## src/rtl/gate_chk_settle_cnt.sv

```systemverilog
// ============================================================================
// gate_chk_settle_cnt : loadable down-counter that times the settle window
// Revision 1.0 : initial release
// ============================================================================
`default_nettype none

module gate_chk_settle_cnt #(
  parameter int W = 8
) (
  input  logic         clk,
  input  logic         rst_n,
  input  logic         load,
  input  logic [W-1:0] load_val,
  input  logic         en,
  output logic         zero
);

  logic [W-1:0] cnt_q;
  logic [W-1:0] cnt_d;

  always_comb begin
    cnt_d = cnt_q;
    if (load) begin
      cnt_d = load_val;
    end else if (en && (cnt_q != '0)) begin
      cnt_d = cnt_q - W'(1);
    end
  end

  always_ff @(posedge clk or negedge rst_n) begin
    if (!rst_n) begin
      cnt_q <= '0;
    end else begin
      cnt_q <= cnt_d;
    end
  end

  assign zero = (cnt_q == '0);

endmodule

`default_nettype wire

```

## config.mk

```make
export PLATFORM = sky130hd
export DESIGN_NAME = gate_chk_settle_cnt
export DESIGN_NICKNAME = d
export VERILOG_FILES = /design/src/rtl/gate_chk_settle_cnt.sv
export SDC_FILE = /design/constraint.sdc
export NUM_CORES = 1
export LEC_CHECK = 0
export ABC_AREA = 1
export ABC_CLOCK_PERIOD_IN_PS = 3550
export CAP_MARGIN = 20
export CORE_UTILIZATION = 40
export CTS_BUF_LIST = sky130_fd_sc_hd__clkbuf_4 sky130_fd_sc_hd__clkbuf_8
export DETAILED_ROUTE_END_ITERATION = 10
export PLACE_DENSITY = 0.65
export SYNTH_ARGS = -nofsm -noshare
export SYNTH_HDL_FRONTEND = slang
export SYNTH_SLANG_ARGS = --single-unit
```

## constraint.sdc

```tcl
create_clock -name clk -period 3.55 [get_ports clk]
set_clock_uncertainty 0.05 [all_clocks]
set_input_delay 1.065 -clock clk [delete_from_list [all_inputs] [get_ports clk]]
set_output_delay 1.065 -clock clk [all_outputs]
set_load 0.1 [all_outputs]
```

Word-level counts from Yosys, hierarchy flattened
Cells that the tools add are included.
{ "op_classes": {"addsub": 1, "mux": 2, "reduce_logical": 4} }
{ "op_table": {"columns": ["op", "count"], "rows": [
  ["8-bit 2-to-1 mux", 2],
  ["8-bit zero test", 1],
  ["8-bit nonzero test", 1],
  ["8-bit by 1-bit subtractor with 8-bit output (second input constant)", 1],
  ["2-bit nonzero test", 1],
  ["1-bit logical AND", 1]
]} }
{ "totals": {"reg_bits": 8, "in_bits": 12} }

Longest topological paths before layout
Gate-level depths: netlist of run 1.
{ "depth": {"ltp_word": 4, "ltp_mapped": 8} }

Least setup slack after synthesis of run 1
OpenSTA, ideal clock, no wires.
{ "synth_timing": {"kind": "register to output", "start": "reg cnt_q[0]", "end": "out zero", "arrival_ps": 2056, "required_ps": 2435, "setup_slack_ps": 379, "stages_incl_launch_ff": 5, "n_path_buf": 0, "path_cell_list": "dfrtp_1 > inv_1 > ha_1 > nand2_1 > nor2_1"} }
{ "synth_via": {"elab_chain_len": 1} }
{ "synth_lines": {"columns": ["item", "line_no", "source"], "rows": [
  ["start, declared", "18", "logic [W-1:0] cnt_q;"],
  ["start signal, assigned", "34", "cnt_q <= cnt_d;"],
  ["8-bit zero test", "38", "assign zero = (cnt_q == '0);"],
  ["end, declared", "15", "output logic zero"]
]} }
Every way passes these cells.

Final worst setup path of run 1
Same ends and word-level chain as after synthesis.

==> results of run 1 <==
-- path summary, 6_finish.rpt --
path,start,to,cells after the start
setup / recovery,cnt_q[0]$_DFFE_PN0P_,zero,5
hold / removal,cnt_q[4]$_DFFE_PN0P_,cnt_q[4]$_DFFE_PN0P_,2
setup reg to reg,cnt_q[0]$_DFFE_PN0P_,cnt_q[0]$_DFFE_PN0P_,7
hold reg to reg,cnt_q[4]$_DFFE_PN0P_,cnt_q[4]$_DFFE_PN0P_,2
max in group asynchronous,rst_n,cnt_q[1]$_DFFE_PN0P_,1
min in group asynchronous,rst_n,cnt_q[4]$_DFFE_PN0P_,1
-- per-layer routing --
metal	GRT usage [%]	up-vias
li1	-	324
met1	25.0	252
met2	27.0	14
met3	4.89	4
met4	10.0	0
met5	0	-
-- critical path, cell delays in order, from the launching register on --
cell and delay (ps):
dfrtp_1 370, inv_1 160, ha_1 190, nand2_1 100, nor2_1 150, buf_4 310
-- power by group --
group	internal, W	switching (W)	leakage [nW]
clock	0.0000390	0.0000367	0.0138
sequential	0.000106	0.0000172	0.0977
combinational	0.0000429	0.0000630	0.275
total	0.000188	0.000117	0.387
-- Yosys cell counts --
cell	n
clkinv_2	1
nand2_1	36
inv_1	10
o21ai_1	2
o21ai_0	4
dfrtp_1	8
xnor2_1	1
ha_1	2
o21ai_4	1
nor2_1	9
nand3_1	13
nand4_1	2
nand2_4	1
clkbuf_1	1
nor2_2	1
nand2_2	1
-- stage by stage --
stage                     std cells  instance area (um2)  setup WS [ps]
after floorplan                  93                  597            379
after global placement          119                  729           1060
after detailed placement        119                  729           1020
after CTS                       122                  752            892
after global routing            122                  752            816
final                           122                  752            901
-- kinds of logic after synthesis --
family,synth area share (%)
flip-flops,33.5
AO/OA/AOI/OAI,7.76
XOR/XNOR,1.47
AND/OR/NAND/NOR,45.3
adder cells (fa/ha/maj),4.19
buffers and inverters,7.76
-- layout make-up --
type	count	area (um2)	share of cell area, %
Tap cell	15	18.8	2.50
Inverter	11	42.5	5.66
Multi-Input combinational cell	73	350	46.6
Clock buffer	3	22.5	3.00
Timing Repair Buffer	12	118	15.6
Sequential cell	8	200	26.6
==> results.json, run 1 <==
{
  "run_status": "finished, final reports clean",
  "cts_setup_buffers": 0,
  "power.density_cell_area_nw_per_um2": 405,
  "unrepaired_setup_endpoints_after_global_routing": "no",
  "drive_above_1_share_pct": 8.41,
  "route.top_layer_used": "met4",
  "synth.net_count": 107,
  "irDropWorstVdd_mv": 0.215,
  "setup_violations": 0,
  "initial_antenna_violation_count": 0,
  "max_slew.worst_pin.slew_ps": 397,
  "drt_pre_antenna_iters": 4,
  "critical_path.endpoint_type": "primary output",
  "htreeDepth": 1,
  "avgViaCountPerCell": 4.87,
  "synth.lib_cells_used.distinct": 16,
  "number_of_global_route_vias_before_repair": 479,
  "core-area_um2": 1350,
  "synth_area_leaders": "dfrtp_1 34%, nand2_1 23%, nand3_1 11%",
  "largest_register": "cnt_q",
  "dr.first_iter.drc_count": 12,
  "crit_required_ps": 2430,
  "finalCriticalPeriod_ps": 2650,
  "clk-insertion-delay-late_ps": 270,
  "cts_root_buf": "clkbuf_4",
  "synth_area_leader_cell": "dfrtp_1",
  "fillCellCount": 146,
  "wl_met1_um": 658,
  "hold_slack_ps": 506,
  "postSynthCellCount": 93,
  "post-route-period-util_pct": 74.6,
  "n_antenna_cell": 0,
  "area.growth.synth_to_final_pct": 26.0,
  "drc": 0,
  "layout_commonest_cell": "nand2_1",
  "initial_core_util_pct": 44.2,
  "synth_warnings": 0,
  "finalWirelength_um": 1330,
  "finish.net_count": 123,
  "hold_path_class": "flop to flop",
  "clock_tree_from_tritoncts": "yes",
  "ctsHoldBuffers": 0,
  "timing.max_slew.rel_slack_pct": 73.5,
  "antenna_violating_nets_post_route": 0,
  "cellLeakagePower_nw": 0.387,
  "crit_type": "flop to primary output",
  "finalMaxSlewViolations": 0,
  "die-width_um": 40.6,
  "most_frequent_cells_in_the_layout": "36 x nand2_1, 13 x nand3_1, 11 x clkdlybuf4s50_1",
  "groute.usage.overall_pct": 18.7,
  "layout.core_utilization_pct": 55.7,
  "ios": 13,
  "synth_seq_cells": 8,
  "regToRegSetupSlack_ps": 2100,
  "design_power_total_w": 0.000305,
  "critical_path_arrival_ps": 1530,
  "sum_of_net_half_perimeters_after_detailed_placement_um": 1020,
  "port_buffers": 12,
  "post_synth.cell_area_avg_um2": 6.42,
  "detailroute.wirelength.met3_um": 65,
  "synth_top_area_share_pct": 33.5,
  "largest_register_ff_count": 8,
  "maxCapViolations": 0,
  "via_count": 594,
  "die_height_um": 40.6,
  "final-hold-violation-count": 0,
  "first_pass_grt_wire_length_um": 1970,
  "grt_start_max_net_pins": 14,
  "grt_remaining_overflow": 0,
  "clkSlewWorstSetupHoldPaths_ps": 70,
  "fp.dieArea_um2": 1650,
  "row_count": 13,
  "final_replace_weighted_congestion": 0.787,
  "crit_fanout": 7,
  "cp_launch_type": "flop",
  "post_drt_wl_per_cell_um": 10.9,
  "reg.largest.list": "cnt_q x8",
  "syn_area_um2": 597,
  "number_of_cts_inserted_buffers": 3,
  "tritoncts_num_sinks": 8,
  "cts-root-to-sink-buffers": 2,
  "wl_met2_um": 577,
  "setup_total_negative_slack_ps": 0,
  "cts_repair_resize_count": 0,
  "fmax_ghz": 0.377,
  "sequential_element_share_of_the_synthesized_area_pct": 33.5
}
(Power assumes the default switching activity.)
==> run 2, diff against run 1 <==
--- a/config.mk
+++ b/config.mk
@@ -6,7 +6,7 @@
 export NUM_CORES = 1
 export LEC_CHECK = 0
 export ABC_AREA = 1
-export ABC_CLOCK_PERIOD_IN_PS = 3550
+export ABC_CLOCK_PERIOD_IN_PS = 2450
 export CAP_MARGIN = 20
 export CORE_UTILIZATION = 40
 export CTS_BUF_LIST = sky130_fd_sc_hd__clkbuf_4 sky130_fd_sc_hd__clkbuf_8
==> constraint.sdc (replaced) <==
create_clock -name clk -period 2.45 [get_ports clk]
set_clock_uncertainty 0.05 [all_clocks]
set_input_delay 0.735 -clock clk [delete_from_list [all_inputs] [get_ports clk]]
set_output_delay 0.735 -clock clk [all_outputs]
set_load 0.1 [all_outputs]
==> results.json, run 2 (synthesis gave the netlist of run 1 again) <==
{
  "power.density_cell_area_nw_per_um2": 563,
  "pwr-share-comb_pct": 36.2,
  "drc": 0,
  "post-route-period-util_pct": 92.1,
  "busiest_layer": "met2",
  "cts_setup_buffers": 0,
  "dpl-instance-area_um2": 752,
  "antenna_violating_nets_post_route": 0,
  "largest_register_ff_count": 8,
  "port_buffers": 12,
  "core-area_um2": 1350,
  "worstSetupStartpoint": "cnt_q[0]$_DFFE_PN0P_",
  "multi_input_area_um2": 353,
  "cts-root-to-sink-buffers": 2,
  "cellLeakagePower_nw": 0.394,
  "cts_root_buf": "clkbuf_4",
  "number_of_global_route_vias_before_repair": 477,
  "setup_violations": 0,
  "final_cell_area_um2": 774,
  "timing.critical_path.buf_inv": 2,
  "clock_tree_from_tritoncts": "yes",
  "finish.net_count": 124,
  "path_depth": 5,
  "clk-insertion-delay-late_ps": 250,
  "critical_path.endpoint_type": "primary output",
  "finalMaxSlewViolations": 0,
  "critical_path_arrival_ps": 1470,
  "die_height_um": 40.6,
  "final_replace_weighted_congestion": 0.784,
  "layout_commonest_cell": "nand2_1",
  "htreeDepth": 1,
  "layout.core_utilization_pct": 57.4,
  "slowest_stage": "dfrtp_1",
  "via_count": 593,
  "hold_sp": "cnt_q[0]$_DFFE_PN0P_",
  "hold_slack_ps": 513,
  "netSwitchingPower_w": 0.000161,
  "initial_antenna_violation_count": 0,
  "groute.usage.overall_pct": 19.9,
  "seq_power_share_pct": 40.8,
  "cp_launch_type": "flop",
  "setup_total_negative_slack_ps": 0,
  "number_of_cts_inserted_buffers": 3,
  "fillCellCount": 139,
  "power.internal_w": 0.000275,
  "grtUsageMet3_pct": 9.78,
  "timing.max_slew.rel_slack_pct": 75.3,
  "grt_use_met1_pct": 24.0,
  "crit_required_ps": 1660,
  "critical_path.top_delay_family": "flip-flops",
  "part_of_the_power_in_the_clock_network_pct": 23.0,
  "finalWirelength_um": 1300,
  "clkSlewWorstSetupHoldPaths_ps": 50,
  "ctsHoldBuffers": 0,
  "unrepaired_setup_endpoints_after_global_routing": "no",
  "sequential_cell_area_um2": 200,
  "cts_repair_resize_count": 0,
  "run_status": "finished, final reports clean",
  "dr.first_iter.drc_count": 10,
  "grt_remaining_overflow": 0,
  "avgViaCountPerCell": 4.82,
  "fp.dieArea_um2": 1650,
  "sum_of_net_half_perimeters_after_detailed_placement_um": 972,
  "switching_share_pct": 37.0,
  "crit_fanout": 7,
  "tritoncts_num_sinks": 8,
  "maxCapViolations": 0,
  "post_drt_wl_per_cell_um": 10.6,
  "first_pass_grt_wire_length_um": 2020,
  "design_power_total_w": 0.000436,
  "ios": 13,
  "worst_hold_path.num_cells": 3,
  "drive_above_1_share_pct": 10.2,
  "cp_slowest_stage_delay_ps": 370,
  "reg2regPathDepth": 7,
  "largest_register": "cnt_q",
  "reg.largest.list": "cnt_q x8",
  "grt_start_max_net_pins": 13,
  "finalCriticalPeriod_ps": 2260,
  "drt_pre_antenna_iters": 4,
  "rr_startpoint": "cnt_q[0]$_DFFE_PN0P_",
  "hold_path_class": "flop to flop",
  "max_slew.worst_pin.slew_ps": 369,
  "initial_core_util_pct": 44.2,
  "crit_type": "flop to primary output",
  "die-width_um": 40.6,
  "path_cells": "inv_1, ha_1, nand2_1, nor2_2, buf_12",
  "row_count": 13,
  "irDropWorstVdd_mv": 0.376,
  "area.growth.synth_to_final_pct": 29.8,
  "most_frequent_cells_in_the_layout": "36 x nand2_1, 13 x nand3_1, 11 x clkdlybuf4s50_1",
  "final-hold-violation-count": 0,
  "groute.layer.met2.usage_pct": 30.2,
  "n_antenna_cell": 0,
  "fmax_ghz": 0.443
}
## run 2: cell count changes in the layout (fill, tap and decap cells not counted), sizes merged
cell,before,now
buf,1,2
## run 2: power groups by stage
| stage | Sequential (W) | Clock (W) | Combinational [W] |
|---|---|---|---|
| 6_report | 0.000178 | 0.000100 | 0.000158 |
| 2_1_floorplan | 0.000173 | 0 | 0.000114 |
| 4_1_cts | 0.000177 | 0.000106 | 0.000159 |
| 5_1_grt | 0.000182 | 0.000116 | 0.000181 |
| 3_5_place_dp | 0.000180 | 0 | 0.000157 |
| 3_3_place_gp | 0.000180 | 0 | 0.000156 |
## run 2: layer usage
| layer | routed length [um] | vias to the layer above |
|---|---|---|
| met4 | 11 | 0 |
| li1 | - | 324 |
| met3 | 77 | 2 |
| met1 | 610 | 252 |
| met5 | 0 | - |
| met2 | 600 | 15 |
## run 2: path summary, 6_finish.rpt
path / end / slack (ps)
worst max register to register: cnt_q[0]$_DFFE_PN0P_ / 980
max in group asynchronous: cnt_q[7]$_DFFE_PN0P_ / 1370
worst max-delay path: zero / 190
worst min-delay path: cnt_q[0]$_DFFE_PN0P_ / 510
worst min register to register: cnt_q[0]$_DFFE_PN0P_ / 510
min in group asynchronous: cnt_q[4]$_DFFE_PN0P_ / 710
## run 2: final cells by class
cell class,count,area share [%]
multi-input cells,73,45.6
flip-flops and latches,8,25.8
repair buffers,13,17.8
inverters,11,5.49
clock buffers,3,2.91
well taps,15,2.42
## run 2: worst reg2reg max path: stages, from the launching register on
cell     delay, ps
dfrtp_1        370
inv_1          170
ha_1           190
nand2_1        110
o21ai_4        230
nand2_4        110
nand2_1         70
o21ai_1         60
## run 2: stage by stage
| stage | setup slack (ps) | instances |
|---|---|---|
| after floorplan | 71.8 | 93 |
| after global placement | 497 | 120 |
| after detailed placement | 462 | 120 |
| after CTS | 175 | 123 |
| after global routing | 68.5 | 123 |
| final | 193 | 123 |
==> run 3, diff against run 2 <==
--- a/config.mk
+++ b/config.mk
@@ -11,6 +11,7 @@
 export CORE_UTILIZATION = 40
 export CTS_BUF_LIST = sky130_fd_sc_hd__clkbuf_4 sky130_fd_sc_hd__clkbuf_8
 export DETAILED_ROUTE_END_ITERATION = 10
+export HOLD_SLACK_MARGIN = 0.02
 export PLACE_DENSITY = 0.65
 export SYNTH_ARGS = -nofsm -noshare
 export SYNTH_HDL_FRONTEND = slang
==> results of run 3 <==
No change in the layout: final DEF, timing and power equal those of run 2.
